File: src/rtl/control_sequencer_pkg.sv
// Opcodes and branch-condition decode shared by the sequencer, its interface and its bench.
// Pure declarations; no latency or flow control of its own.
package control_sequencer_pkg;

    localparam int FLAGS_W = 5;

    localparam logic [3:0] OP_ADDI  = 4'h1;
    localparam logic [3:0] OP_JTYPE = 4'h8;
    localparam logic [3:0] OP_LOAD  = 4'h9;
    localparam logic [3:0] OP_STORE = 4'hA;
    localparam logic [3:0] OP_WAIT  = 4'hB;
    localparam logic [3:0] OP_BCOND = 4'hC;

    // cc[3] inverts the sense; selectors 5..7 branch unconditionally, ignoring cc[3].
    function automatic logic bcond_taken(input logic [FLAGS_W-1:0] flags, input logic [3:0] cc);
        logic taken;
        case (cc[2:0])
            3'd0:    taken = flags[0] ^ cc[3];
            3'd1:    taken = flags[1] ^ cc[3];
            3'd2:    taken = flags[2] ^ cc[3];
            3'd3:    taken = flags[3] ^ cc[3];
            3'd4:    taken = flags[4] ^ cc[3];
            default: taken = 1'b1;
        endcase
        return taken;
    endfunction

endpackage

File: src/rtl/control_sequencer_if.sv
// Memory/ALU/register-file control bundle between the sequencer (master) and the datapath (slave).
// Wires only; memory stalls are signalled by mem_ready.
interface control_sequencer_if #(
    parameter int ADDR_W = 15,
    parameter int DATA_W = 16
);
    import control_sequencer_pkg::*;

    logic [DATA_W-1:0]  instr;
    logic [DATA_W-1:0]  alu_c;
    logic [FLAGS_W-1:0] alu_flags;
    logic               mem_ready;

    logic [ADDR_W-1:0]  pc;
    logic               addr_sel;
    logic               mem_we;
    logic               reg_we;
    logic               wb_sel;
    logic               op_override;
    logic [DATA_W-1:0]  alu_op;
    logic [3:0]         reg_wr;
    logic [3:0]         reg_rd_a;
    logic [3:0]         reg_rd_b;
    logic [FLAGS_W-1:0] saved_flags;
    logic               busy_wait;

    modport master (
        input  instr, alu_c, alu_flags, mem_ready,
        output pc, addr_sel, mem_we, reg_we, wb_sel, op_override, alu_op,
               reg_wr, reg_rd_a, reg_rd_b, saved_flags, busy_wait
    );

    modport slave (
        output instr, alu_c, alu_flags, mem_ready,
        input  pc, addr_sel, mem_we, reg_we, wb_sel, op_override, alu_op,
               reg_wr, reg_rd_a, reg_rd_b, saved_flags, busy_wait
    );

endinterface

File: src/rtl/control_sequencer_wait_timer.sv
// Millisecond timer: tick divider of TICK_DIV+1 cycles feeding a WAIT_W-bit ms counter.
// Counts only while en_i is high; clr_i has priority and zeroes both counters next cycle.
module control_sequencer_wait_timer #(
    parameter int TICK_DIV = 33333,
    parameter int TICK_W   = 16,
    parameter int WAIT_W   = 12
) (
    input  logic              clk,
    input  logic              reset,
    input  logic              en_i,
    input  logic              clr_i,
    output logic [WAIT_W-1:0] ms_o
);

    localparam logic [TICK_W-1:0] TICK_LAST = TICK_W'(TICK_DIV);

    logic [TICK_W-1:0] tick_q, tick_d;
    logic [WAIT_W-1:0] ms_q, ms_d;

    always_comb begin
        tick_d = tick_q;
        ms_d   = ms_q;
        if (clr_i) begin
            tick_d = '0;
            ms_d   = '0;
        end else if (en_i) begin
            if (tick_q == TICK_LAST) begin
                tick_d = '0;
                ms_d   = ms_q + WAIT_W'(1);
            end else begin
                tick_d = tick_q + TICK_W'(1);
            end
        end
    end

    always_ff @(posedge clk or negedge reset) begin
        if (!reset) begin
            tick_q <= '0;
            ms_q   <= '0;
        end else begin
            tick_q <= tick_d;
            ms_q   <= ms_d;
        end
    end

    assign ms_o = ms_q;

endmodule

File: src/rtl/control_sequencer.sv
// Multi-cycle fetch/decode sequencer owning PC, saved flags and WAIT timer; CPI 3 (LOAD 4, WAIT 3+ms*(TICK_DIV+1)).
// FETCH, LOAD1 and STORE hold until mem_ready; all decoded outputs are Moore and forced low during reset.
module control_sequencer
    import control_sequencer_pkg::*;
#(
    parameter int                ADDR_W   = 15,
    parameter int                DATA_W   = 16,
    parameter int                WAIT_W   = 12,
    parameter int                TICK_DIV = 33333,
    parameter int                TICK_W   = 16,
    parameter logic [ADDR_W-1:0] PC_RESET = '1
) (
    input  logic                 clk,
    input  logic                 reset,
    control_sequencer_if.master  seq_io
);

    typedef enum logic [3:0] {
        S_FETCH  = 4'd0,
        S_DECODE = 4'd1,
        S_EXEC   = 4'd2,
        S_JUMP   = 4'd3,
        S_LOAD1  = 4'd4,
        S_LOAD2  = 4'd5,
        S_STORE  = 4'd6,
        S_BRANCH = 4'd7,
        S_WAIT   = 4'd8
    } state_t;

    state_t             state_q, state_d;
    logic [ADDR_W-1:0]  pc_q, pc_d;
    logic [FLAGS_W-1:0] flags_q, flags_d;

    logic              addr_sel, mem_we, reg_we, wb_sel, op_override, busy_wait;
    logic              tmr_en, tmr_clr;
    logic [WAIT_W-1:0] tmr_ms;

    logic [3:0]        opcode;
    logic [ADDR_W-1:0] pc_dec;
    logic [ADDR_W-1:0] br_off;

    assign opcode = seq_io.instr[DATA_W-1 -: 4];
    assign pc_dec = pc_q - ADDR_W'(1);
    assign br_off = {{(ADDR_W-8){seq_io.instr[7]}}, seq_io.instr[7:0]};

    control_sequencer_wait_timer #(
        .TICK_DIV (TICK_DIV),
        .TICK_W   (TICK_W),
        .WAIT_W   (WAIT_W)
    ) u_wait_timer (
        .clk   (clk),
        .reset (reset),
        .en_i  (tmr_en),
        .clr_i (tmr_clr),
        .ms_o  (tmr_ms)
    );

    always_comb begin
        state_d     = state_q;
        pc_d        = pc_q;
        flags_d     = flags_q;
        addr_sel    = 1'b0;
        mem_we      = 1'b0;
        reg_we      = 1'b0;
        wb_sel      = 1'b0;
        op_override = 1'b0;
        busy_wait   = 1'b0;
        tmr_en      = 1'b0;
        tmr_clr     = 1'b0;
        case (state_q)
            S_FETCH: begin
                if (seq_io.mem_ready) state_d = S_DECODE;
            end
            S_DECODE: begin
                case (opcode)
                    OP_JTYPE: state_d = S_JUMP;
                    OP_LOAD:  state_d = S_LOAD1;
                    OP_STORE: state_d = S_STORE;
                    OP_WAIT:  state_d = S_WAIT;
                    OP_BCOND: state_d = S_BRANCH;
                    default:  state_d = S_EXEC;
                endcase
            end
            S_EXEC: begin
                reg_we  = 1'b1;
                flags_d = seq_io.alu_flags;
                pc_d    = pc_dec;
                state_d = S_FETCH;
            end
            S_JUMP: begin
                op_override = 1'b1;
                pc_d        = seq_io.alu_c[ADDR_W-1:0];
                state_d     = S_FETCH;
            end
            S_LOAD1: begin
                addr_sel = 1'b1;
                if (seq_io.mem_ready) state_d = S_LOAD2;
            end
            S_LOAD2: begin
                wb_sel  = 1'b1;
                reg_we  = 1'b1;
                pc_d    = pc_dec;
                state_d = S_FETCH;
            end
            S_STORE: begin
                addr_sel    = 1'b1;
                op_override = 1'b1;
                mem_we      = 1'b1;
                if (seq_io.mem_ready) begin
                    pc_d    = pc_dec;
                    state_d = S_FETCH;
                end
            end
            S_BRANCH: begin
                pc_d    = bcond_taken(flags_q, seq_io.instr[11:8]) ? (pc_q - br_off) : pc_dec;
                state_d = S_FETCH;
            end
            S_WAIT: begin
                // Compare before counting so a zero operand leaves on the first WAIT cycle.
                if (tmr_ms == seq_io.instr[WAIT_W-1:0]) begin
                    tmr_clr = 1'b1;
                    pc_d    = pc_dec;
                    state_d = S_FETCH;
                end else begin
                    busy_wait = 1'b1;
                    tmr_en    = 1'b1;
                end
            end
            default: state_d = S_FETCH;
        endcase
    end

    always_ff @(posedge clk or negedge reset) begin
        if (!reset) begin
            state_q <= S_FETCH;
            pc_q    <= PC_RESET;
            flags_q <= '0;
        end else begin
            state_q <= state_d;
            pc_q    <= pc_d;
            flags_q <= flags_d;
        end
    end

    // Gating with reset keeps instr-derived fields quiet while the core is held.
    assign seq_io.pc          = pc_q;
    assign seq_io.saved_flags = flags_q;
    assign seq_io.addr_sel    = reset & addr_sel;
    assign seq_io.mem_we      = reset & mem_we;
    assign seq_io.reg_we      = reset & reg_we;
    assign seq_io.wb_sel      = reset & wb_sel;
    assign seq_io.op_override = reset & op_override;
    assign seq_io.busy_wait   = reset & busy_wait;
    assign seq_io.reg_wr      = reset ? seq_io.instr[11:8] : 4'h0;
    assign seq_io.reg_rd_a    = reset ? seq_io.instr[11:8] : 4'h0;
    assign seq_io.reg_rd_b    = reset ? seq_io.instr[3:0]  : 4'h0;
    assign seq_io.alu_op      = reset ? {OP_ADDI, seq_io.instr[11:8], {(DATA_W-8){1'b0}}} : '0;

    generate
        if (DATA_W > ADDR_W) begin : g_alu_c_hi
            logic unused_alu_c_hi;
            assign unused_alu_c_hi = ^seq_io.alu_c[DATA_W-1:ADDR_W];
        end
    endgenerate

endmodule

File: src/flat_wrapper.sv
// flat-port wrapper written by rule: the top's interface ports become plain ports
module control_sequencer_flat import control_sequencer_pkg::*;
#(
    parameter int                ADDR_W   = 15,
    parameter int                DATA_W   = 16,
    parameter int                WAIT_W   = 12,
    parameter int                TICK_DIV = 33333,
    parameter int                TICK_W   = 16,
    parameter logic [ADDR_W-1:0] PC_RESET = '1
)
  (clk, reset, seq_io_instr, seq_io_alu_c, seq_io_alu_flags, seq_io_mem_ready, seq_io_pc, seq_io_addr_sel, seq_io_mem_we, seq_io_reg_we, seq_io_wb_sel, seq_io_op_override, seq_io_alu_op, seq_io_reg_wr, seq_io_reg_rd_a, seq_io_reg_rd_b, seq_io_saved_flags, seq_io_busy_wait);
  control_sequencer_if #(.ADDR_W(ADDR_W), .DATA_W(DATA_W)) seq_io_i ();
  input  logic clk;
  input  logic reset;
  input wire logic [$bits(seq_io_i.instr)-1:0] seq_io_instr;
  input wire logic [$bits(seq_io_i.alu_c)-1:0] seq_io_alu_c;
  input wire logic [$bits(seq_io_i.alu_flags)-1:0] seq_io_alu_flags;
  input wire logic [$bits(seq_io_i.mem_ready)-1:0] seq_io_mem_ready;
  output wire logic [$bits(seq_io_i.pc)-1:0] seq_io_pc;
  output wire logic [$bits(seq_io_i.addr_sel)-1:0] seq_io_addr_sel;
  output wire logic [$bits(seq_io_i.mem_we)-1:0] seq_io_mem_we;
  output wire logic [$bits(seq_io_i.reg_we)-1:0] seq_io_reg_we;
  output wire logic [$bits(seq_io_i.wb_sel)-1:0] seq_io_wb_sel;
  output wire logic [$bits(seq_io_i.op_override)-1:0] seq_io_op_override;
  output wire logic [$bits(seq_io_i.alu_op)-1:0] seq_io_alu_op;
  output wire logic [$bits(seq_io_i.reg_wr)-1:0] seq_io_reg_wr;
  output wire logic [$bits(seq_io_i.reg_rd_a)-1:0] seq_io_reg_rd_a;
  output wire logic [$bits(seq_io_i.reg_rd_b)-1:0] seq_io_reg_rd_b;
  output wire logic [$bits(seq_io_i.saved_flags)-1:0] seq_io_saved_flags;
  output wire logic [$bits(seq_io_i.busy_wait)-1:0] seq_io_busy_wait;
  assign seq_io_i.instr = seq_io_instr;
  assign seq_io_i.alu_c = seq_io_alu_c;
  assign seq_io_i.alu_flags = seq_io_alu_flags;
  assign seq_io_i.mem_ready = seq_io_mem_ready;
  assign seq_io_pc = seq_io_i.pc;
  assign seq_io_addr_sel = seq_io_i.addr_sel;
  assign seq_io_mem_we = seq_io_i.mem_we;
  assign seq_io_reg_we = seq_io_i.reg_we;
  assign seq_io_wb_sel = seq_io_i.wb_sel;
  assign seq_io_op_override = seq_io_i.op_override;
  assign seq_io_alu_op = seq_io_i.alu_op;
  assign seq_io_reg_wr = seq_io_i.reg_wr;
  assign seq_io_reg_rd_a = seq_io_i.reg_rd_a;
  assign seq_io_reg_rd_b = seq_io_i.reg_rd_b;
  assign seq_io_saved_flags = seq_io_i.saved_flags;
  assign seq_io_busy_wait = seq_io_i.busy_wait;
  control_sequencer #(.ADDR_W(ADDR_W), .DATA_W(DATA_W), .WAIT_W(WAIT_W), .TICK_DIV(TICK_DIV), .TICK_W(TICK_W), .PC_RESET(PC_RESET)) u_core (.clk(clk), .reset(reset), .seq_io(seq_io_i));
endmodule
File: config.mk
export PLATFORM = sky130hd
export DESIGN_NAME = control_sequencer_flat
export DESIGN_NICKNAME = d
export VERILOG_FILES = /design/src/rtl/control_sequencer_pkg.sv /design/src/rtl/control_sequencer_if.sv /design/src/rtl/control_sequencer_wait_timer.sv /design/src/rtl/control_sequencer.sv /design/src/flat_wrapper.sv
export SDC_FILE = /design/constraint.sdc
export NUM_CORES = 1
export LEC_CHECK = 0
export CAP_MARGIN = 5
export CORE_UTILIZATION = 46
export CTS_BUF_LIST = sky130_fd_sc_hd__clkbuf_16
export DETAILED_ROUTE_END_ITERATION = 16
export PLACE_DENSITY_LB_ADDON = 0.15
export SLEW_MARGIN = 20
export SYNTH_ARGS = -nofsm -noshare
export SYNTH_HDL_FRONTEND = slang
export SYNTH_SLANG_ARGS = --single-unit
File: constraint.sdc
create_clock -name clk -period 4.8 [get_ports clk]
set_input_delay 0.96 -clock clk [delete_from_list [all_inputs] [get_ports clk]]
set_output_delay 0.96 -clock clk [all_outputs]
set_load 0.02 [all_outputs]
==> impl_metrics.csv <==
group,metric,value,unit
run_status,status,"finished, violations left",
run_status,failed_checks,"design-rule violations",
synth,ys.warnings.count,0,
routing,drc,5,
sta,tightest_slew,1050,ps
global_route,grt_pass1_vias,3834,
sta,setup_viol,0,
layout,n_antenna_cell,0,
sta,hold_slack,496,ps
clock_network,cts_resized,0,
sta,period_minus_slack,4080,ps
clock_network,numCtsBuffers,5,
global_route,grt_overflow,0,
pwr,switching_power,1.22,mW
floorplanning,start_util,48.0,%
synth,yosysTopAreaCell,"dfrtp_1",
floorplanning,dieArea,9620,sq um
setup_path,r2r_cells,5,
clock_network,cts_num_sinks,52,
layout,nFillCells,816,
routing,first_pass_iters,11,
setup_path,path_class,"in -> out",
synth,synth_edf_count,0,
layout,synthToLayoutAreaGrowth,21.8,%
global_route,grt_pass1_wl,18700,um
synth,syn_inst,495,
clock_network,clockBufferDepth,2,
setup_path,startpoint,"seq_io_instr[8]",
pwr,p_int,1.50,mW
global_route,antenna_found_initial,0,
synth,synth_ff_type,"dfrtp_1",
routing,wl_per_cell,16.7,um
synth,yosys-top-cells-area,"dfrtp_1 (22%), dfstp_2 (9.3%), xnor2_1 (5.8%)",
pwr,power.density,525,nW/um^2
routing,finalWirelength,11200,um
setup_path,rrSetupSlack,1650,ps
layout,final_cell_mix,"clkdlybuf4s50_1 (80), nor2_1 (55), dfrtp_1 (37), nand2_1 (34), xnor2_1 (28)",
clock_network,htree_levels,2,
sta,rsz0062_at_grt,"false",
synth,syn_area_per_cell,8.58,sq um
pwr,p_comb_share,57.7,%
pwr,vdd_drop_max,239,uV
clock_network,worstSkewPairLatency,290,ps
setup_path,crit_path_end_kind,"output pin",
sta,max_slew_margin,29.2,%
layout,final_util,58.5,%
setup_path,cp_data_arrival_time,3120,ps
hold_path,hold_path.startpoint,"u_core.seq_io.pc[5]",
floorplanning,die_y,98.1,um
setup_path,r2r_end,"u_core.seq_io.pc[12]",
hold_path,hold_depth,2,
clock_network,post-cts-setup-buffers,0,
layout,nets,622,
synth,synthArstFlopShare,100,%
layout,fin_area,5170,sq um
setup_path,cp_data_required_time,3840,ps
synth,ys_seq_area_share,31.1,%
sta,clock_skew,8.55,ps
sta,fin_crit_sh,85.1,%
setup_path,worstReg2RegStart,"u_core.state_q[1]",
pwr,switching_share,44.8,%
synth,synth-seq-cells,52,
hold_path,hp-class,"reg -> reg",
sta,hold_violations,0,
setup_path,critPathMaxFanout,14,
placement,place_congestion,0.891,
clock_network,clk_pin_slew,70,ps
pwr,seqPwrFrac,29.2,%
hold_path,hold_end,"u_core.seq_io.pc[5]",
sta,fin_tns_setup,0,ps
pwr,cellLeakagePower,2.16,nW
floorplanning,die_w,98.1,um
placement,portBuffers,81,
sta,max_freq,245,MHz
synth,synth_area,4250,sq um
synth,ys_types,71,
layout,drive_gt1_share,7.62,%
sta,finalMaxSlewViolations,0,
global_route,grt.total_usage,23.9,%
pwr,p_clk_share,13.0,%
synth,synth_top_area_share,21.8,%
routing,num_vias,4004,
routing,ant_nets,0,
layout,mostFrequentLayoutCell,"clkdlybuf4s50_1",
floorplanning,ioPinCount,94,
floorplanning,design.core.area,8850,sq um
setup_path,worst_setup_path_start_kind,"primary input",
placement,placed_area,5030,sq um
global_route,grt_max_degree,26,
routing,drt_iter0_drc,199,
floorplanning,num_rows,34,
clock_network,ctsHoldBuffers,0,
flow_run,cap_violations,0,
clock_network,cts_tree,"yes",
placement,dp_hpwl,8430,um
clock_network,cts_root_buf,"clkbuf_16",
routing,vias_per_cell,5.96,
## per-stage QoR
step / instances / total power, mW / worst slack, ps
after CTS: 672 / 2.71 / 695
after global routing: 672 / 2.90 / 555
after floorplan: 505 / 1.87 / 1770
after global placement: 664 / 2.31 / 707
final: 672 / 2.71 / 716
after detailed placement: 664 / 2.35 / 704
## flip-flops by register name, indices dropped and copies added (netlist names)
signal,count
u_core.seq_io.pc,15
u_core.state_q,4
u_core.u_wait_timer.ms_o,12
u_core.seq_io.saved_flags,5
u_core.u_wait_timer.tick_q,16
## cells in the mapped netlist (4+ instances only)
cell	n
nor4b_1	5
mux2_2	6
inv_1	22
nand2_1	34
buf_4	20
xor2_1	16
nand3b_1	4
nor3_1	16
a21o_1	10
o22ai_1	6
or4_1	4
and2_1	6
mux2i_1	8
xnor2_1	28
ha_1	18
or3_1	5
clkbuf_1	10
o21ai_0	21
nand2b_1	6
nand4_1	9
a221o_1	5
a31oi_1	7
dfrtp_1	37
dfstp_2	15
nand3_1	17
nor2_1	55
a21oi_1	19
and3_1	8
o2bb2ai_1	5
## worst max path at each step
stage,end,cells after the start,slack [ps]
global placement,seq_io_busy_wait,8,710
floorplan,seq_io_busy_wait,7,1770
global route,seq_io_busy_wait,8,550
detailed placement,seq_io_busy_wait,8,700
finish,seq_io_busy_wait,8,720
CTS,seq_io_busy_wait,8,700
## logic make-up after synthesis
group / share of synthesized area [%]
flops: 31.1
xor+xnor: 9.08
simple gates: 22.2
other cells: 0.0883
compound gates: 20.7
mux: 3.48
fa+ha+maj: 5.78
buf+inv: 7.52
## worst max-delay path: stages
cell and delay [ps]:
clkdlybuf4s50_1 630, xnor2_1 150, nand4_1 120, or3_1 350, buf_4 190, nand2_1 110
nor2_1 50, clkdlybuf4s50_1 550
## per-layer routing
metal	vias up	GRT usage [%]	routed length [um]
met5	-	0	0
met4	0	6.18	169
met3	15	3.15	645
met2	143	40.1	5330
met1	1921	32.5	5060
li1	1925	-	-
## layout make-up
| class | count | area, sq um | area share (%) |
|---|---|---|---|
| clock buffers | 5 | 125 | 2.42 |
| clock inverters | 3 | 15.0 | 0.290 |
| inverters | 22 | 82.6 | 1.60 |
| multi-input cells | 395 | 2640 | 51.1 |
| flip-flops and latches | 52 | 1320 | 25.5 |
| well taps | 108 | 135 | 2.61 |
| repair buffers | 87 | 851 | 16.4 |
## power groups by stage
| stage | clock [mW] | sequential [mW] | combinational (mW) |
|---|---|---|---|
| after floorplan | 0 | 0.833 | 1.04 |
| after global placement | 0 | 0.793 | 1.52 |
| after detailed placement | 0 | 0.799 | 1.55 |
| after CTS | 0.364 | 0.792 | 1.56 |
| after global routing | 0.381 | 0.821 | 1.70 |
| final | 0.354 | 0.793 | 1.57 |
No activity file was read; power rests on OpenSTA's default activity.
